==> src/rtl/jtag_uart_master.sv <==
// Avalon-MM master that bridges a TX/RX byte-stream pair onto a JTAG UART slave.
// Define JTAG_UART_MASTER_RXFIFO_EN for a 4-entry RX FIFO; otherwise a single holding register is used.
module jtag_uart_master #(
    parameter int POLL_GAP = 16
) (
    input  logic        clock_clk,
    input  logic        reset_reset,
    output logic        master_chipselect,
    output logic        master_address,
    output logic        master_read_n,
    output logic        master_write_n,
    output logic [31:0] master_writedata,
    input  logic [31:0] master_readdata,
    input  logic        master_waitrequest,
    input  logic [7:0]  tx_data,
    input  logic        tx_valid,
    output logic        tx_ready,
    output logic [7:0]  rx_data,
    output logic        rx_valid,
    input  logic        rx_ready
);
    typedef enum logic [2:0] {IDLE, CTRL_RD, DATA_WR, DATA_RD, GAP} state_t;

    localparam logic [7:0] GAP_LAST = 8'(POLL_GAP - 1);

    state_t      state;
    logic [15:0] wspace_cnt;
    logic [7:0]  gap_cnt;
    logic        prio_rx;
    logic        done;
    logic        rx_free;
    logic        rx_push;
    logic        rx_pop;
    logic        unused_rd_bits;

    assign done     = master_chipselect & ~master_waitrequest;
    // A write caught by reset in its final cycle is never acknowledged.
    assign tx_ready = (state == DATA_WR) & done & ~reset_reset;
    assign rx_push  = (state == DATA_RD) & done & master_readdata[15] & ~reset_reset;
    assign rx_pop   = rx_valid & rx_ready;
    assign unused_rd_bits = &{1'b0, master_readdata[14:8]};

    always_ff @(posedge clock_clk) begin
        if (reset_reset) begin
            state             <= IDLE;
            master_chipselect <= 1'b0;
            master_address    <= 1'b0;
            master_read_n     <= 1'b1;
            master_write_n    <= 1'b1;
            master_writedata  <= 32'h0;
            wspace_cnt        <= 16'h0;
            gap_cnt           <= 8'h0;
            prio_rx           <= 1'b0;
        end else begin
            case (state)
                IDLE: begin
                    if (tx_valid && !(prio_rx && rx_free)) begin
                        master_chipselect <= 1'b1;
                        if (wspace_cnt == 16'h0) begin
                            state          <= CTRL_RD;
                            master_address <= 1'b1;
                            master_read_n  <= 1'b0;
                        end else begin
                            state            <= DATA_WR;
                            master_address   <= 1'b0;
                            master_write_n   <= 1'b0;
                            master_writedata <= {24'h0, tx_data};
                        end
                    end else if (rx_free) begin
                        state             <= DATA_RD;
                        master_chipselect <= 1'b1;
                        master_address    <= 1'b0;
                        master_read_n     <= 1'b0;
                    end
                end
                CTRL_RD: begin
                    if (!master_waitrequest) begin
                        wspace_cnt <= master_readdata[31:16];
                        prio_rx    <= 1'b1;
                        if (master_readdata[31:16] != 16'h0) begin
                            state            <= DATA_WR;
                            master_address   <= 1'b0;
                            master_read_n    <= 1'b1;
                            master_write_n   <= 1'b0;
                            master_writedata <= {24'h0, tx_data};
                        end else if (rx_free) begin
                            // No room in the host FIFO: poll RX while waiting for space.
                            state          <= DATA_RD;
                            master_address <= 1'b0;
                        end else begin
                            state             <= GAP;
                            gap_cnt           <= 8'h0;
                            master_chipselect <= 1'b0;
                            master_address    <= 1'b0;
                            master_read_n     <= 1'b1;
                        end
                    end
                end
                DATA_WR: begin
                    if (!master_waitrequest) begin
                        state             <= IDLE;
                        master_chipselect <= 1'b0;
                        master_write_n    <= 1'b1;
                        prio_rx           <= 1'b1;
                        if (wspace_cnt != 16'h0) wspace_cnt <= wspace_cnt - 16'h1;
                    end
                end
                DATA_RD: begin
                    if (!master_waitrequest) begin
                        master_chipselect <= 1'b0;
                        master_read_n     <= 1'b1;
                        prio_rx           <= 1'b0;
                        gap_cnt           <= 8'h0;
                        state             <= tx_valid ? IDLE : GAP;
                    end
                end
                GAP: begin
                    if (tx_valid || gap_cnt == GAP_LAST) state <= IDLE;
                    else gap_cnt <= gap_cnt + 8'h1;
                end
                default: state <= IDLE;
            endcase
        end
    end

`ifdef JTAG_UART_MASTER_RXFIFO_EN
    logic [7:0] rx_mem [4];
    logic [1:0] wr_ptr;
    logic [1:0] rd_ptr;
    logic [2:0] rx_cnt;

    assign rx_free  = (rx_cnt != 3'd4);
    assign rx_valid = (rx_cnt != 3'd0);
    assign rx_data  = rx_mem[rd_ptr];

    always_ff @(posedge clock_clk) begin
        if (rx_push) rx_mem[wr_ptr] <= master_readdata[7:0];
    end

    always_ff @(posedge clock_clk) begin
        if (reset_reset) begin
            wr_ptr <= 2'd0;
            rd_ptr <= 2'd0;
            rx_cnt <= 3'd0;
        end else begin
            if (rx_push) wr_ptr <= wr_ptr + 2'd1;
            if (rx_pop)  rd_ptr <= rd_ptr + 2'd1;
            rx_cnt <= rx_cnt + {2'b0, rx_push} - {2'b0, rx_pop};
        end
    end
`else
    logic [7:0] rx_hold;
    logic       rx_full;

    assign rx_free  = ~rx_full;
    assign rx_valid = rx_full;
    assign rx_data  = rx_hold;

    always_ff @(posedge clock_clk) begin
        if (rx_push) rx_hold <= master_readdata[7:0];
    end

    always_ff @(posedge clock_clk) begin
        if (reset_reset)  rx_full <= 1'b0;
        else if (rx_push) rx_full <= 1'b1;
        else if (rx_pop)  rx_full <= 1'b0;
    end
`endif

endmodule

==> config.mk <==
export PLATFORM = sky130hd
export DESIGN_NAME = jtag_uart_master
export DESIGN_NICKNAME = d
export VERILOG_FILES = /design/src/rtl/jtag_uart_master.sv
export SDC_FILE = /design/constraint.sdc
export NUM_CORES = 1
export LEC_CHECK = 0
export ABC_AREA = 1
export CAP_MARGIN = 20
export CORE_MARGIN = 2
export CORE_UTILIZATION = 48
export DETAILED_ROUTE_END_ITERATION = 12
export GPL_TIMING_DRIVEN = 1
export PLACE_DENSITY = 0.81
export SLEW_MARGIN = 20
export SYNTH_ARGS = -nofsm -noshare
export SYNTH_HDL_FRONTEND = slang
export SYNTH_SLANG_ARGS = --single-unit
==> constraint.sdc <==
create_clock -name clock_clk -period 2.06 [get_ports clock_clk]
set_input_delay 0.206 -clock clock_clk [delete_from_list [all_inputs] [get_ports clock_clk]]
set_output_delay 0.206 -clock clock_clk [all_outputs]
set_load 0.005 [all_outputs]
==> After elaboration in Yosys (flattened, before gate mapping) <==
Index checks and enable logic that the tools add are counted.
{ "word_totals": {"reg_bits": 73, "input_bits": 45, "output_inout_bits": 46, "wordCells": 123} }
{ "op_classes": {"addsub": 2, "eq_ne": 21, "n_mux": 52, "bitwise": 10, "reduce_logical": 27} }
{ "op_table": {"columns": ["cell", "count"], "rows": [
  ["$mux 32", 4],
  ["$pmux 32 s2", 1],
  ["$mux 16", 3],
  ["$mux 8", 5],
  ["$pmux 16 s2", 1],
  ["$reduce_bool 16->1", 2],
  ["$mux 3", 9],
  ["$ne 2x2->1 const B", 12],
  ["$pmux 8 s3", 1],
  ["$reduce_and 6->1", 4],
  ["$mux 1", 21],
  ["$logic_not 16->1", 1],
  ["$sub 16x1->16 const B", 1],
  ["$pmux 3 s5", 1],
  ["$reduce_bool 3->1", 4],
  ["$reduce_and 5->1", 2],
  ["$ne 3x3->1 const B", 3],
  ["$pmux 1 s3", 3],
  ["$add 8x1->8 const B", 1],
  ["$eq 8x4->1 const B", 1],
  ["$reduce_bool 2->1", 4],
  ["$and 1x1->1", 7],
  ["$eq 3x2->1 const B", 2],
  ["$reduce_and 3->1", 2],
  ["other kinds (12)", 17]
]} }

==> Longest topological paths before layout <==
Gate-level depths: netlist of the first run.
{ "depth": {"word_depth": 6, "ltp_mapped": 11, "ltp_nobuf": 10} }

==> Worst setup path before layout of the first run <==
Ideal clock, no wire load.
{ "synth_timing": {"path_kind": "reg-to-reg", "start": "register state[1]", "end": "register rx_hold[0] (netlist: rx_data[0]), enable pin", "t_arrival_ns": 1.249, "required_time_ns": 1.690, "path_slack_ns": 0.441, "path_stages_with_launch": 7, "path_buffers": 0, "path_cell_list": "dfxtp_1 -> inv_2 -> nor2_1 -> nand2_1 -> inv_1 -> nand2_1 -> nor2_1"} }
{ "synth_between": {"elab_chain_len": 4} }
{ "synth_rtl": {"columns": ["element", "line_no", "rtl"], "rows": [
  ["from (decl)", "26", "state_t state;"],
  ["from (signal assigned)", "114", "state <= tx_valid ? IDLE : GAP;"],
  ["$eq 3x2->1", "39", "assign rx_push = (state == DATA_RD) & done & master_readdata[15] & ~reset_reset;"],
  ["$and 1x1->1 (3 in series)", "39", null],
  ["net rx_push", "32", "logic rx_push;"],
  ["to (signal assigned)", "160", "if (rx_push) rx_hold <= master_readdata[7:0];"],
  ["to (decl)", "152", "logic [7:0] rx_hold;"]
]} }
The timed path passes the listed nets, and every way through them passes these cells.
A chain may end at the register's enable or synchronous reset.

==> Final worst setup path of the first run <==
{ "layout_timing": {"start": "register state[1]", "end": "output tx_ready"} }
{ "layout_between": {"elab_chain_len": 3} }
{ "layout_rtl": {"columns": ["element", "line_no", "rtl"], "rows": [
  ["$eq 3x2->1", "38", "assign tx_ready = (state == DATA_WR) & done & ~reset_reset;"],
  ["$and 1x1->1 (2 in series)", "38", null],
  ["to (decl)", "17", "output logic tx_ready,"]
]} }
Every way passes these cells.

==> impl_metrics.ini, run 1 <==
[run_status]
status = finished clean

[floorplan]
dieArea_mm2 = 0.00701
rows = 29
coreArea_mm2 = 0.00624
fp.dieW_um = 83.7
io_pins = 91
die_y_um = 83.7
initial_utilization_pct = 48.9

[power]
clkPwrFrac_pct = 14.1
intPower_mw = 2.61
p_leak_nw = 1.63
p_total_mw = 4.78
vdd_ir_drop_max_uv = 720
power.share.switching_pct = 45.3
power.density_mw_per_mm2 = 1270
p_sw_mw = 2.16
power_frac_comb_pct = 55.0
seqPwrFrac_pct = 31.0

[routing]
vias = 3012
viasPerCell = 5.05
firstDrtPassIters = 5
routed_wl_um = 7290
wl_per_cell_um = 12.2
drt_iter0_drc = 191
drcViolationCount = 0
drtAntennaViolNets = 0

[logic_synthesis]
synthArstFlopShare_pct = 0
ys_top_cells_by_count = 114 x nand2_1, 80 x nor2_1, 41 x dfxtp_1, 41 x nand3_1, 37 x inv_1
synth-warning-count = 0
syn_avg_cell_area_um2 = 6.66
netlist_area_mm2 = 0.00305
synthCells = 458
synth_top_flop_cell = dfxtp_1
yosysUniqueCellTypes = 36
yosysSeqAreaShare_pct = 34.8
synth_edf_count = 8
synth_top_cell_area_share_pct = 26.9
ys_ff_latch = 49
netlist_top_cells_area = dfxtp_1 27%, nand2_1 14%, nor2_1 9.8%, edfxtp_1 7.9%, nand3_1 6.7%
yosysTopAreaCell = dfxtp_1
yosysMostFrequentCell = nand2_1

[global_routing]
grt_usage_pct = 21.4
grt_max_degree = 23
grt_overflow_total = 0
grt_busiest_layer = met2
met2_usage_pct = 37.2
use_met3_pct = 3.66
grt_pass1_wl_um = 12400
grt_pass1_vias = 2774
antenna_found_initial = 0
grtUsageMet1_pct = 26.4

[critical_path]
crit_path_end_kind = output pin
r2r-start = wspace_cnt[0]$_SDFFE_PP0P_
critPathCapture = tx_ready
cp_data_required_time_ns = 1.85
r2r-end = state[0]$_SDFFE_PP0P_
start_kind = flip-flop
path_class = reg2out
crit_start = state[1]$_SDFFE_PP0P_
worstPathMaxFanout = 4
ff2ff_setup_slack_ns = 0.26
ff2ff_path_depth = 10
worstPathArrival_ns = 1.75

[placement]
gp_congestion = 0.909
pre_cts_slack_ns = 0.153
port_buffers = 59
dp_hpwl_um = 5490

[clock_tree]
cts_tree = yes
clock_sinks = 49
postCtsHoldBufs = 0
insertion_delay_ns = 0.30
path_clk_slew_ns = 0.09
cts_made_buffers = 5
cts_buffer_depth = 2
post_cts_buffers = 0
post_cts_resized = 0
root_buffer = clkbuf_8
htreeDepth = 2

[timing]
report.final.slew_viol_count = 0
worst_pin_slew_ns = 0.515
slew_headroom_pct = 65.5
timing.final.crit_share_pct = 95.2
worst_slack_ns = 0.0992
min_period_ns = 1.96
finalSetupViolations = 0
grt_setup_unrepaired = no
finalClockSkew_ns = 0.00319
max_freq_mhz = 510
finalSetupTns_ns = 0
final_hold_viol_count = 0

[layout]
multi_input_area_mm2 = 0.00168
drive_gt1_share_pct = 7.69
nNetsFinal = 566
n_fill_cell = 589
area_delta_synth_final_pct = 22.9
diodes = 0
seq_area_mm2 = 0.00106

[min_path]
hold_class = in2reg

[job]
cap_viol_max_count = 0
==> cells by family after synthesis <==
logic type	synth area share (%)
AO/OA/AOI/OAI	10.6
XOR/XNOR	0.574
adder cells (fa/ha/maj)	0.820
buffers and inverters	13.2
flip-flops	34.8
other	0.123
AND/OR/NAND/NOR	40.0
==> final cells by class <==
class	count	share of cell area [%]
multi-input combinational	357	44.7
sequential	49	28.3
timing repair buffer	67	17.7
inverter	39	3.90
tap	77	2.57
clock buffer	6	1.93
clock inverter	2	0.934
==> sequential cells by signal, indices dropped and copies added (netlist names), 3 cells and up <==
name              cells
wspace_cnt           16
master_writedata      8
state                 3
gap_cnt               8
rx_data               8
==> critical path, cell delays in order (launching register included) <==
cell	delay, ns
dfxtp_2	0.40
inv_2	0.07
nor2_1	0.17
nand2_1	0.11
nor2_1	0.17
clkdlybuf4s50_1	0.53
==> worst min path at each step <==
stage                           startpoint                          end  slack, ns  cells past startpoint
4_1_cts                 master_readdata[6]         rx_data[6]$_DFFE_PP_       0.45                      1
3_5_place_dp   master_write_n$_SDFFE_PP1P_  master_write_n$_SDFFE_PP1P_       0.45                      2
5_1_grt                 master_readdata[6]         rx_data[6]$_DFFE_PP_       0.44                      1
6_report                master_readdata[3]         rx_data[3]$_DFFE_PP_       0.45                      1
2_1_floorplan           master_readdata[0]         rx_data[0]$_DFFE_PP_       0.30                      0
3_3_place_gp    master_read_n$_SDFFE_PP1P_   master_read_n$_SDFFE_PP1P_       0.44                      2
==> stage by stage <==
| step | cell area [um^2] | cells | util (%) | hold WS, ns |
|---|---|---|---|---|
| floorplan | 3140 | 481 | - | 0.305 |
| global placement | 3640 | 589 | 58.4 | 0.439 |
| detailed placement | 3640 | 589 | 58.4 | 0.447 |
| CTS | 3750 | 597 | 60.1 | 0.448 |
| global route | 3750 | 597 | 60.1 | 0.438 |
| finish | 3750 | 597 | 60.1 | 0.454 |
==> placed cells by master, fill, tap and decap left out, types with 2 or more instances in the layout <==
cell             synthesis  final
a21oi_1                 26     26
a21oi_2                  4      4
buf_4                   24      7
clkbuf_8                 0      5
clkdlybuf4s50_1          0     59
conb_1                   1     24
dfxtp_1                 41     40
edfxtp_1                 8      8
ha_1                     2      2
inv_1                   37     37
inv_2                    2      2
nand2_1                114    114
nand2_2                  5      5
nand2_4                  2      2
nand3_1                 41     41
nand3_2                  2      2
nand3b_1                10     10
nand4_1                  5      5
nor2_1                  80     80
nor2_2                   4      4
nor2_4                   3      3
nor3_1                   2      2
nor3b_1                  2      2
o21ai_0                 17     17
o21ai_1                  5      5
==> power by group through the flow <==
| stage | clock (mW) | sequential [mW] | combinational (mW) |
|---|---|---|---|
| final | 0.672 | 1.48 | 2.62 |
| after CTS | 0.691 | 1.47 | 2.62 |
| after global placement | 0 | 1.48 | 2.56 |
| after global routing | 0.728 | 1.51 | 2.98 |
| after floorplan | 0 | 1.44 | 1.95 |
| after detailed placement | 0 | 1.49 | 2.60 |
==> metal layers <==
metal	wire, um	up-vias
met1	3230	1359
met2	3550	88
met4	157	0
li1	-	1550
met5	0	-
met3	360	15
(Power assumes the default switching activity.)
==> run 2: changes to the inputs <==
--- a/config.mk
+++ b/config.mk
@@ -7,9 +7,11 @@
 export LEC_CHECK = 0
 export ABC_AREA = 1
 export CAP_MARGIN = 20
+export CORE_ASPECT_RATIO = 1.5
 export CORE_MARGIN = 2
 export CORE_UTILIZATION = 48
 export DETAILED_ROUTE_END_ITERATION = 12
+export GPL_ROUTABILITY_DRIVEN = 1
 export GPL_TIMING_DRIVEN = 1
 export PLACE_DENSITY = 0.81
 export SLEW_MARGIN = 20
==> run 2 against run 1 <==
  * Register-to-register slack improved by 0.07 ns
  * Sequential power barely moved
  * Worst setup slack improved by 0.036 ns
  * Critical path depth did not move
  * Wire length barely moved
  * Clock power rose by 3.6%
  * Via count rose by 1.8%
  * Largest cell class unchanged
==> impl_metrics.ini, run 2 (same netlist as run 1, synthesis figures left out) <==
[clock_tree]
htreeDepth = 2
root_buffer = clkbuf_8
post_cts_buffers = 0
clock_sinks = 49
cts_buffer_depth = 2
postCtsHoldBufs = 0
path_clk_slew_ns = 0.10
post_cts_resized = 0
cts_tree = yes
cts_made_buffers = 5
insertion_delay_ns = 0.30

[critical_path]
cp_data_required_time_ns = 1.85
path_class = reg2out
crit_path_end_kind = output pin
worstPathMaxFanout = 4
cp_cell_sequence = inv_2 -> nor2_1 -> nand2_1 -> nor2_1 -> clkdlybuf4s50_1
critical-path-top-delay-family = buffers and inverters
crit_top_cell = nor2_1
path_buf_inv = 2
crit_path_top_delay_cell = clkdlybuf4s50_1
start_kind = flip-flop
cp_slowest_stage_delay_ns = 0.53
worstPathArrival_ns = 1.72

[min_path]
hold_class = in2reg

[global_routing]
grt_pass1_wl_um = 11900
antenna_found_initial = 0
grt_max_degree = 23
grt_overflow_total = 0
grt_usage_pct = 20.8
grt_pass1_vias = 2786

[layout]
final_core_util_pct = 61.1
fin_area_mm2 = 0.00375
top_register = wspace_cnt
diodes = 0
area_delta_synth_final_pct = 22.8
drive_gt1_share_pct = 7.90
nNetsFinal = 565
n_fill_cell = 562
largest_reg_flops = 16
layout_commonest_cell = nand2_1
final_cell_mix = 113 x nand2_1, 80 x nor2_1, 59 x clkdlybuf4s50_1

[floorplan]
coreArea_mm2 = 0.00613
rows = 35
dieArea_mm2 = 0.00702
fp.dieW_um = 69.1
die_y_um = 102
io_pins = 91
initial_utilization_pct = 49.8

[routing]
drt_iter0_drc = 207
wl_per_cell_um = 12.3
vias = 3067
viasPerCell = 5.17
drtAntennaViolNets = 0
firstDrtPassIters = 5
routed_wl_um = 7290
drcViolationCount = 0

[timing]
timing.hold.ws_ns = 0.447
timing.final.crit_share_pct = 93.4
final_hold_viol_count = 0
slew_headroom_pct = 64.9
min_period_ns = 1.92
report.final.slew_viol_count = 0
finalClockSkew_ns = 0.00813
max_freq_mhz = 519
grt_setup_unrepaired = no
finalSetupViolations = 0
finalSetupTns_ns = 0
worst_pin_slew_ns = 0.524

[placement]
dp_hpwl_um = 5520
port_buffers = 59
placed_cell_area_mm2 = 0.00363
gp_congestion = 0.903

[power]
vdd_ir_drop_max_uv = 750
power.density_mw_per_mm2 = 1290
p_leak_nw = 1.63
p_total_mw = 4.84

[job]
cap_viol_max_count = 0

[run_status]
status = finished clean
## run 2: power breakdown
part,total (mW),switching (mW),internal (mW),leakage [nW]
clock network,0.696,0.331,0.364,0.0585
registers,1.48,0.247,1.24,0.408
logic,2.66,1.64,1.02,1.16
total,4.84,2.22,2.62,1.63
## run 2: per-stage QoR
step	instances	setup slack, ns
3_3_place_gp	585	0.221
4_1_cts	593	0.0289
5_1_grt	593	0.0331
3_5_place_dp	585	0.159
2_1_floorplan	481	0.441
6_report	593	0.135
## run 2: layer usage
| metal | up-vias | wire (um) | GRT usage [%] |
|---|---|---|---|
| met3 | 20 | 367 | 3.78 |
| met2 | 118 | 3920 | 39.1 |
| met1 | 1382 | 2810 | 21.7 |
| met4 | 0 | 191 | 11.2 |
| met5 | - | 0 | 0 |
| li1 | 1547 | - | - |
## run 2: cell type report
type / instances / area (um^2) / share of cell area (%)
Sequential cell: 49 / 1060 / 28.3
Timing Repair Buffer: 66 / 656 / 17.5
Inverter: 39 / 146 / 3.91
Tap cell: 74 / 92.6 / 2.47
Multi-Input combinational cell: 357 / 1680 / 44.8
Clock buffer: 5 / 68.8 / 1.84
Clock inverter: 3 / 43.8 / 1.17
## run 2: path summary, 6_finish.rpt
kind / startpoint / to / slack [ns] / cells past startpoint
max: state[1]$_SDFFE_PP0P_ / tx_ready / 0.14 / 5
min: master_readdata[0] / rx_data[0]$_DFFE_PP_ / 0.45 / 1
max reg2reg: wspace_cnt[0]$_SDFFE_PP0P_ / state[0]$_SDFFE_PP0P_ / 0.33 / 10
min reg2reg: master_read_n$_SDFFE_PP1P_ / master_read_n$_SDFFE_PP1P_ / 0.47 / 2
